$ cat src/rtl/mac_booth_pkg.sv
// Shared types and helpers for the radix-4 Booth multiply-accumulate engine.
package mac_booth_pkg;

    typedef logic signed [2:0] booth_digit_t;

    typedef enum logic [1:0] {
        IDLE = 2'd0,
        RUN  = 2'd1,
        FIN  = 2'd2,
        HOLD = 2'd3
    } state_t;

    function automatic int booth_digits(input int mul_len);
        return mul_len / 2 + 1;
    endfunction

    function automatic int booth_ncyc(input int mul_len, input int dpc);
        return (booth_digits(mul_len) + dpc - 1) / dpc;
    endfunction

    // Window is {b[2i+1], b[2i], b[2i-1]}.
    function automatic booth_digit_t booth_rec(input logic [2:0] win);
        booth_digit_t d;
        case (win)
            3'b001, 3'b010: d = 3'sd1;
            3'b011:         d = 3'sd2;
            3'b100:         d = -3'sd2;
            3'b101, 3'b110: d = -3'sd1;
            default:        d = 3'sd0;
        endcase
        return d;
    endfunction

endpackage

$ cat src/rtl/booth_pp_gen.sv
// One Booth partial product: digit(window) * a_ext * 4^shift, PW bits, two's-complement negation.
module booth_pp_gen
    import mac_booth_pkg::*;
#(
    parameter int PW = 50,
    parameter int SW = 5
) (
    input  logic [2:0]    win_i,
    input  logic [PW-1:0] a_ext_i,
    input  logic [SW-1:0] shift_i,
    output logic [PW-1:0] pp_o
);

    booth_digit_t  digit;
    logic [PW-1:0] mag;
    logic [PW-1:0] sgnd;

    always_comb begin
        digit = booth_rec(win_i);
        mag   = '0;
        if (digit == 3'sd2 || digit == -3'sd2) begin
            mag = a_ext_i << 1;
        end else if (digit != 3'sd0) begin
            mag = a_ext_i;
        end
        sgnd = digit[2] ? (-mag) : mag;
        pp_o = sgnd << {shift_i, 1'b0};
    end

endmodule

$ cat src/rtl/mac_booth_radix4_acc.sv
// Iterative radix-4 Booth MAC: DPC digits/cycle into CSA sum/carry, one CPA cycle into a persistent accumulator.
// Optional clamping with sticky ovf when MAC_BOOTH_SAT_EN is defined; otherwise results wrap and ovf is 0.
module mac_booth_radix4_acc
    import mac_booth_pkg::*;
#(
    parameter int MUL_LEN = 24,
    parameter int ACC_LEN = 56,
    parameter int DPC     = 1
) (
    input  logic               clk,
    input  logic               rst,
    input  logic               in_valid,
    output logic               in_ready,
    input  logic [MUL_LEN-1:0] a,
    input  logic [MUL_LEN-1:0] b,
    input  logic               is_signed,
    input  logic               acc_clr,
    output logic               out_valid,
    input  logic               out_ready,
    output logic [ACC_LEN-1:0] result,
    output logic               ovf
);

    localparam int PW     = 2 * MUL_LEN + 2;
    localparam int BWX    = MUL_LEN + 3 + 2 * DPC;
    localparam int DIGITS = booth_digits(MUL_LEN);
    localparam int NCYC   = booth_ncyc(MUL_LEN, DPC);
    localparam int CW     = $clog2(NCYC * DPC + DPC + 1);
    localparam int TB     = (PW < ACC_LEN + 1) ? PW : ACC_LEN + 1;
`ifdef MAC_BOOTH_SAT_EN
    localparam int LX     = ACC_LEN + 2;
`else
    localparam int LX     = ACC_LEN;
`endif

    state_t             state_q, state_d;
    logic [PW-1:0]      a_q;
    logic [BWX-1:0]     b_q;
    logic               sgn_q, clr_q;
    logic [PW-1:0]      sum_q, sum_d, carry_q, carry_d;
    logic [CW-1:0]      cnt_q, cnt_d;
    logic [ACC_LEN-1:0] res_q, res_d;
    logic               accept, last_run;
    logic [PW-1:0]      pp [DPC];
    logic [PW-1:0]      s_v, c_v, t_v;

    assign last_run = (cnt_q + CW'(DPC)) >= CW'(DIGITS);

    always_ff @(posedge clk or posedge rst) begin
        if (rst) begin
            state_q <= IDLE;
        end else begin
            state_q <= state_d;
        end
    end

    always_comb begin
        state_d   = state_q;
        in_ready  = 1'b0;
        out_valid = 1'b0;
        accept    = 1'b0;
        case (state_q)
            IDLE: begin
                in_ready = 1'b1;
                if (in_valid) begin
                    accept  = 1'b1;
                    state_d = RUN;
                end
            end
            RUN: begin
                if (last_run) state_d = FIN;
            end
            FIN: state_d = HOLD;
            HOLD: begin
                out_valid = 1'b1;
                if (out_ready) state_d = IDLE;
            end
            default: state_d = IDLE;
        endcase
    end

    // b_q shifts right by 2*DPC per RUN cycle, so window j always sits at bits [2j+2:2j].
    for (genvar j = 0; j < DPC; j++) begin : g_pp
        logic [CW-1:0] idx;
        logic [2:0]    win;
        assign idx = cnt_q + CW'(j);
        assign win = (idx < CW'(DIGITS)) ? b_q[2*j+2:2*j] : 3'b000;
        booth_pp_gen #(
            .PW (PW),
            .SW (CW)
        ) u_pp (
            .win_i   (win),
            .a_ext_i (a_q),
            .shift_i (idx),
            .pp_o    (pp[j])
        );
    end

    always_comb begin
        s_v = sum_q;
        c_v = carry_q;
        t_v = '0;
        for (int j = 0; j < DPC; j++) begin
            t_v = s_v ^ c_v ^ pp[j];
            c_v = ((s_v & c_v) | (s_v & pp[j]) | (c_v & pp[j])) << 1;
            s_v = t_v;
        end
    end

    always_comb begin
        sum_d   = sum_q;
        carry_d = carry_q;
        cnt_d   = cnt_q;
        if (accept) begin
            sum_d   = '0;
            carry_d = '0;
            cnt_d   = '0;
        end else if (state_q == RUN) begin
            sum_d   = s_v;
            carry_d = c_v;
            cnt_d   = cnt_q + CW'(DPC);
        end
    end

    // Final CPA; the product is truncated to TB bits and re-extended per the operation's mode.
    logic [PW-1:0] p_raw;
    logic          p_ext_bit;
    logic [LX-1:0] p_l, acc_l, sum_l;

    assign p_raw     = sum_q + carry_q;
    assign p_ext_bit = sgn_q & p_raw[TB-1];
    assign p_l       = LX'({{LX{p_ext_bit}}, p_raw[TB-1:0]});

`ifdef MAC_BOOTH_SAT_EN
    logic sat_hi, sat_lo, ovf_q;

    assign acc_l = clr_q ? '0 : {{2{sgn_q & res_q[ACC_LEN-1]}}, res_q};
    assign sum_l = acc_l + p_l;

    always_comb begin
        sat_hi = 1'b0;
        sat_lo = 1'b0;
        if (sgn_q) begin
            sat_hi = !sum_l[LX-1] && (sum_l[LX-2] || sum_l[LX-3]);
            sat_lo =  sum_l[LX-1] && !(sum_l[LX-2] && sum_l[LX-3]);
        end else begin
            sat_hi = |sum_l[LX-1:LX-2];
        end
        res_d = sum_l[ACC_LEN-1:0];
        if (sat_hi) begin
            res_d = sgn_q ? {1'b0, {(ACC_LEN-1){1'b1}}} : {ACC_LEN{1'b1}};
        end else if (sat_lo) begin
            res_d = {1'b1, {(ACC_LEN-1){1'b0}}};
        end
    end

    always_ff @(posedge clk or posedge rst) begin
        if (rst) begin
            ovf_q <= 1'b0;
        end else if (accept && acc_clr) begin
            ovf_q <= 1'b0;
        end else if (state_q == FIN && (sat_hi || sat_lo)) begin
            ovf_q <= 1'b1;
        end
    end

    assign ovf = ovf_q;
`else
    assign acc_l = clr_q ? '0 : res_q;
    assign sum_l = acc_l + p_l;
    assign res_d = sum_l;
    assign ovf   = 1'b0;
`endif

    always_ff @(posedge clk or posedge rst) begin
        if (rst) begin
            a_q     <= '0;
            b_q     <= '0;
            sgn_q   <= 1'b0;
            clr_q   <= 1'b0;
            sum_q   <= '0;
            carry_q <= '0;
            cnt_q   <= '0;
            res_q   <= '0;
        end else begin
            if (accept) begin
                a_q   <= {{(PW-MUL_LEN){is_signed & a[MUL_LEN-1]}}, a};
                b_q   <= BWX'({{2{is_signed & b[MUL_LEN-1]}}, b, 1'b0});
                sgn_q <= is_signed;
                clr_q <= acc_clr;
            end else if (state_q == RUN) begin
                b_q <= b_q >> (2 * DPC);
            end
            sum_q   <= sum_d;
            carry_q <= carry_d;
            cnt_q   <= cnt_d;
            if (state_q == FIN) res_q <= res_d;
        end
    end

    assign result = res_q;

endmodule

$ cat config.mk
export PLATFORM = sky130hd
export DESIGN_NAME = mac_booth_radix4_acc
export DESIGN_NICKNAME = d
export VERILOG_FILES = /design/src/rtl/mac_booth_pkg.sv /design/src/rtl/booth_pp_gen.sv /design/src/rtl/mac_booth_radix4_acc.sv
export SDC_FILE = /design/constraint.sdc
export NUM_CORES = 1
export LEC_CHECK = 0
export ABC_AREA = 1
export BUFFER_PORTS_ARGS = -buffer_cell sky130_fd_sc_hd__buf_4
export CORE_MARGIN = 2
export CORE_UTILIZATION = 27
export CTS_CLUSTER_DIAMETER = 80
export DETAILED_ROUTE_END_ITERATION = 7
export GPL_TIMING_DRIVEN = 0
export SLEW_MARGIN = 30
export SYNTH_ARGS = -nofsm -noshare
export SYNTH_HDL_FRONTEND = slang
export SYNTH_SLANG_ARGS = --single-unit
$ cat constraint.sdc
create_clock -name clk -period 7.3 [get_ports clk]
set_clock_uncertainty 0.2 [all_clocks]
set_input_delay 1.46 -clock clk [delete_from_list [all_inputs] [get_ports clk]]
set_output_delay 1.46 -clock clk [all_outputs]
set_load 0.005 [all_outputs]
==> flow_summary.ini <==
[synth]
synth-seq-area-share = 0.292
synth_top_area_frac = 0.292
syn-num-nets = 2828
ys_ff_latch = 214
synth.most_common_cell = nand2_1
syn_area_um2 = 18300
yosys.area.top_type = dfrtp_1
synthFlopType = dfrtp_1
avgSynthCellArea_um2 = 7.03
ys_warn_count = 0
synthTopCellsByArea = dfrtp_1, nand2_1, ha_1, inv_1, nand3_1
synth_common_cells = nand2_1, inv_1, nor2_1, dfrtp_1, nand3_1
synth_cells = 2608
postSynth.asyncResetShare = 1.00
ys_types = 51
synth_edf_count = 0

[timing]
worstMarginPinSlew_ns = 1.03
slew_viol_final = 0
finalCriticalPeriod_ns = 5.77
fin_setup_tns_ns = 0
relSlewSlack = 0.312
rsz0062_at_grt = false
finalCritPeriodShare = 0.791
setup_violations = 0
hold_viol_final = 0
max_freq_ghz = 0.173

[floorplan]
die_area_um2 = 70000
initial_core_util = 0.273
core_area_um2 = 67200
num_rows = 95
chipHeight_um = 264
fp.dieW_um = 264
pin_count = 113

[critical_path]
crit_end = sum_q[42]$_DFFE_PP0P_
crit_required_ns = 7.56
worstPathArrival_ns = 6.03
rrSetupSlack_ns = 1.53
crit_path_end_kind = register
crit_path_top_delay_cell = fa_1
slowest_delay_ns = 0.50
regToRegStartpoint = cnt_q[1]$_DFFE_PP0P_
reg2regPathDepth = 33
crit_fanout = 11
path_class = register to register
start_kind = register
regToRegEndpoint = sum_q[42]$_DFFE_PP0P_
cp_common_cell = nand2_1
crit_start = cnt_q[1]$_DFFE_PP0P_

[grt]
antenna_found_initial = 0
grt_max_degree = 28
grt_pass1_wl_mm = 95.2
grt_overflow_total = 0
gr-usage-all-layers = 0.170
grt_pass1_vias = 17400

[clock_tree]
cts_setup_buffers = 0
cts_buffers = 30
cts_tree = yes
insertion_delay_ns = 0.61
cts_resized = 0
clockBufferDepth = 3
cts.sink_count = 214
cts_hold_buf = 0
cts_max_level = 1
cts_root_buf = clkbuf_16
clkTransAtPathRegs_ns = 0.06

[routing]
initialDrtViolationCount = 1293
num_vias = 17800
wl_per_cell_um = 16.4
routed_wl_mm = 59.9
ant_nets = 0
firstDrtPassIters = 5
via_per_inst = 4.87
drc = 0

[cells_and_area]
final_layout_size_suffix_gt1_frac = 0.0960
fillCellCount = 7391
register_area_um2 = 5360
multiInputGateArea_um2 = 11200
nNetsFinal = 2979
area_growth_syn_to_layout_pct = 17.2
antenna_cells = 0

[place]
place_hpwl_mm = 49.0
place_congestion = 0.965
io_buffers = 111

[hold_path]
min_path_type = register to register

[run]
cap_violations = 0

[run_status]
run_status = finished clean
==> cell usage in the layout (no fill, tap or decap), drive strengths merged, types with 28 or more instances in the layout <==
master,instances
o22ai,97
inv,377
or2,34
ha,116
a31oi,55
clkbuf,94
o21ai,134
nor2,244
o221ai,28
buf,154
xor2,44
nand2,622
a21oi,145
dfrtp,214
fa,50
nand3,224
xnor2,32
==> layer usage <==
layer | global-route usage | wire (µm) | share of wire
met5 | 0 | 0 | 0
met4 | 0.0451 | 1750 | 0.029
met3 | 0.0229 | 2980 | 0.050
met2 | 0.278 | 26900 | 0.45
met1 | 0.235 | 28300 | 0.47
==> kinds of logic (layout without fill, tap and decap cells) <==
| group | after synthesis | count (layout) | share of synthesized area |
|---|---|---|---|
| AND/OR/NAND/NOR | 1169 | 1169 | 0.274 |
| AO/OA/AOI/OAI | 513 | 513 | 0.164 |
| buffers and inverters | 469 | 642 | 0.0987 |
| flip-flops | 214 | 214 | 0.292 |
| adder cells (fa/ha/maj) | 166 | 166 | 0.134 |
| XOR/XNOR | 76 | 76 | 0.0367 |
| other | 1 | 1 | 0.000205 |
==> registers in the layout, summed over array words and instances, names as in the netlist <==
| register | flops |
|---|---|
| sgn_q | 1 |
| clr_q | 1 |
| result | 56 |
| carry_q | 49 |
| sum_q | 50 |
| a_q | 25 |
| cnt_q | 4 |
| b_q | 26 |
| state_q | 2 |
==> layout make-up <==
class,instances,area share
well taps,873,0.0509
clock inverters,16,0.0107
flip-flops and latches,214,0.249
inverters,378,0.0663
multi-input cells,1925,0.520
repair buffers,119,0.0463
clock buffers,38,0.0387
plain buffers,91,0.0182
==> worst min-delay path by stage <==
stage	from	endpoint	cells past startpoint
after floorplan	sgn_q$_DFFE_PP0P_	sgn_q$_DFFE_PP0P_	2
after global placement	sum_q[49]$_DFFE_PP0P_	sum_q[49]$_DFFE_PP0P_	2
after detailed placement	sum_q[49]$_DFFE_PP0P_	sum_q[49]$_DFFE_PP0P_	2
after CTS	sum_q[49]$_DFFE_PP0P_	sum_q[49]$_DFFE_PP0P_	2
after global routing	sum_q[49]$_DFFE_PP0P_	sum_q[49]$_DFFE_PP0P_	2
final	sum_q[49]$_DFFE_PP0P_	sum_q[49]$_DFFE_PP0P_	2
==> critical path, delay by kind of cell (launching register included) <==
kind | cells | cell delay, ns
AOI/OAI and AO/OA | 1 | 0.08
adders and majority gates | 4 | 1.11
DFF | 1 | 0.36
and+or+nand+nor | 15 | 1.76
buffers and inverters | 13 | 2.10
==> through the flow <==
step           hold slack [ns]   util  instance area (µm²)  std cells  setup slack (ns)
5_1_grt                  0.328  0.320                21500       3654              1.11
3_5_place_dp             0.287  0.304                20400       3600              1.67
3_3_place_gp             0.289  0.302                20300       3592              1.22
4_1_cts                  0.303  0.320                21500       3654              1.63
2_1_floorplan            0.253      -                18300       2608              2.76
6_report                 0.301  0.320                21500       3654              1.53
Power is left out: the tool's default activity adds up to more than one toggle a clock period on the data nets, which glitch-free logic cannot reach.
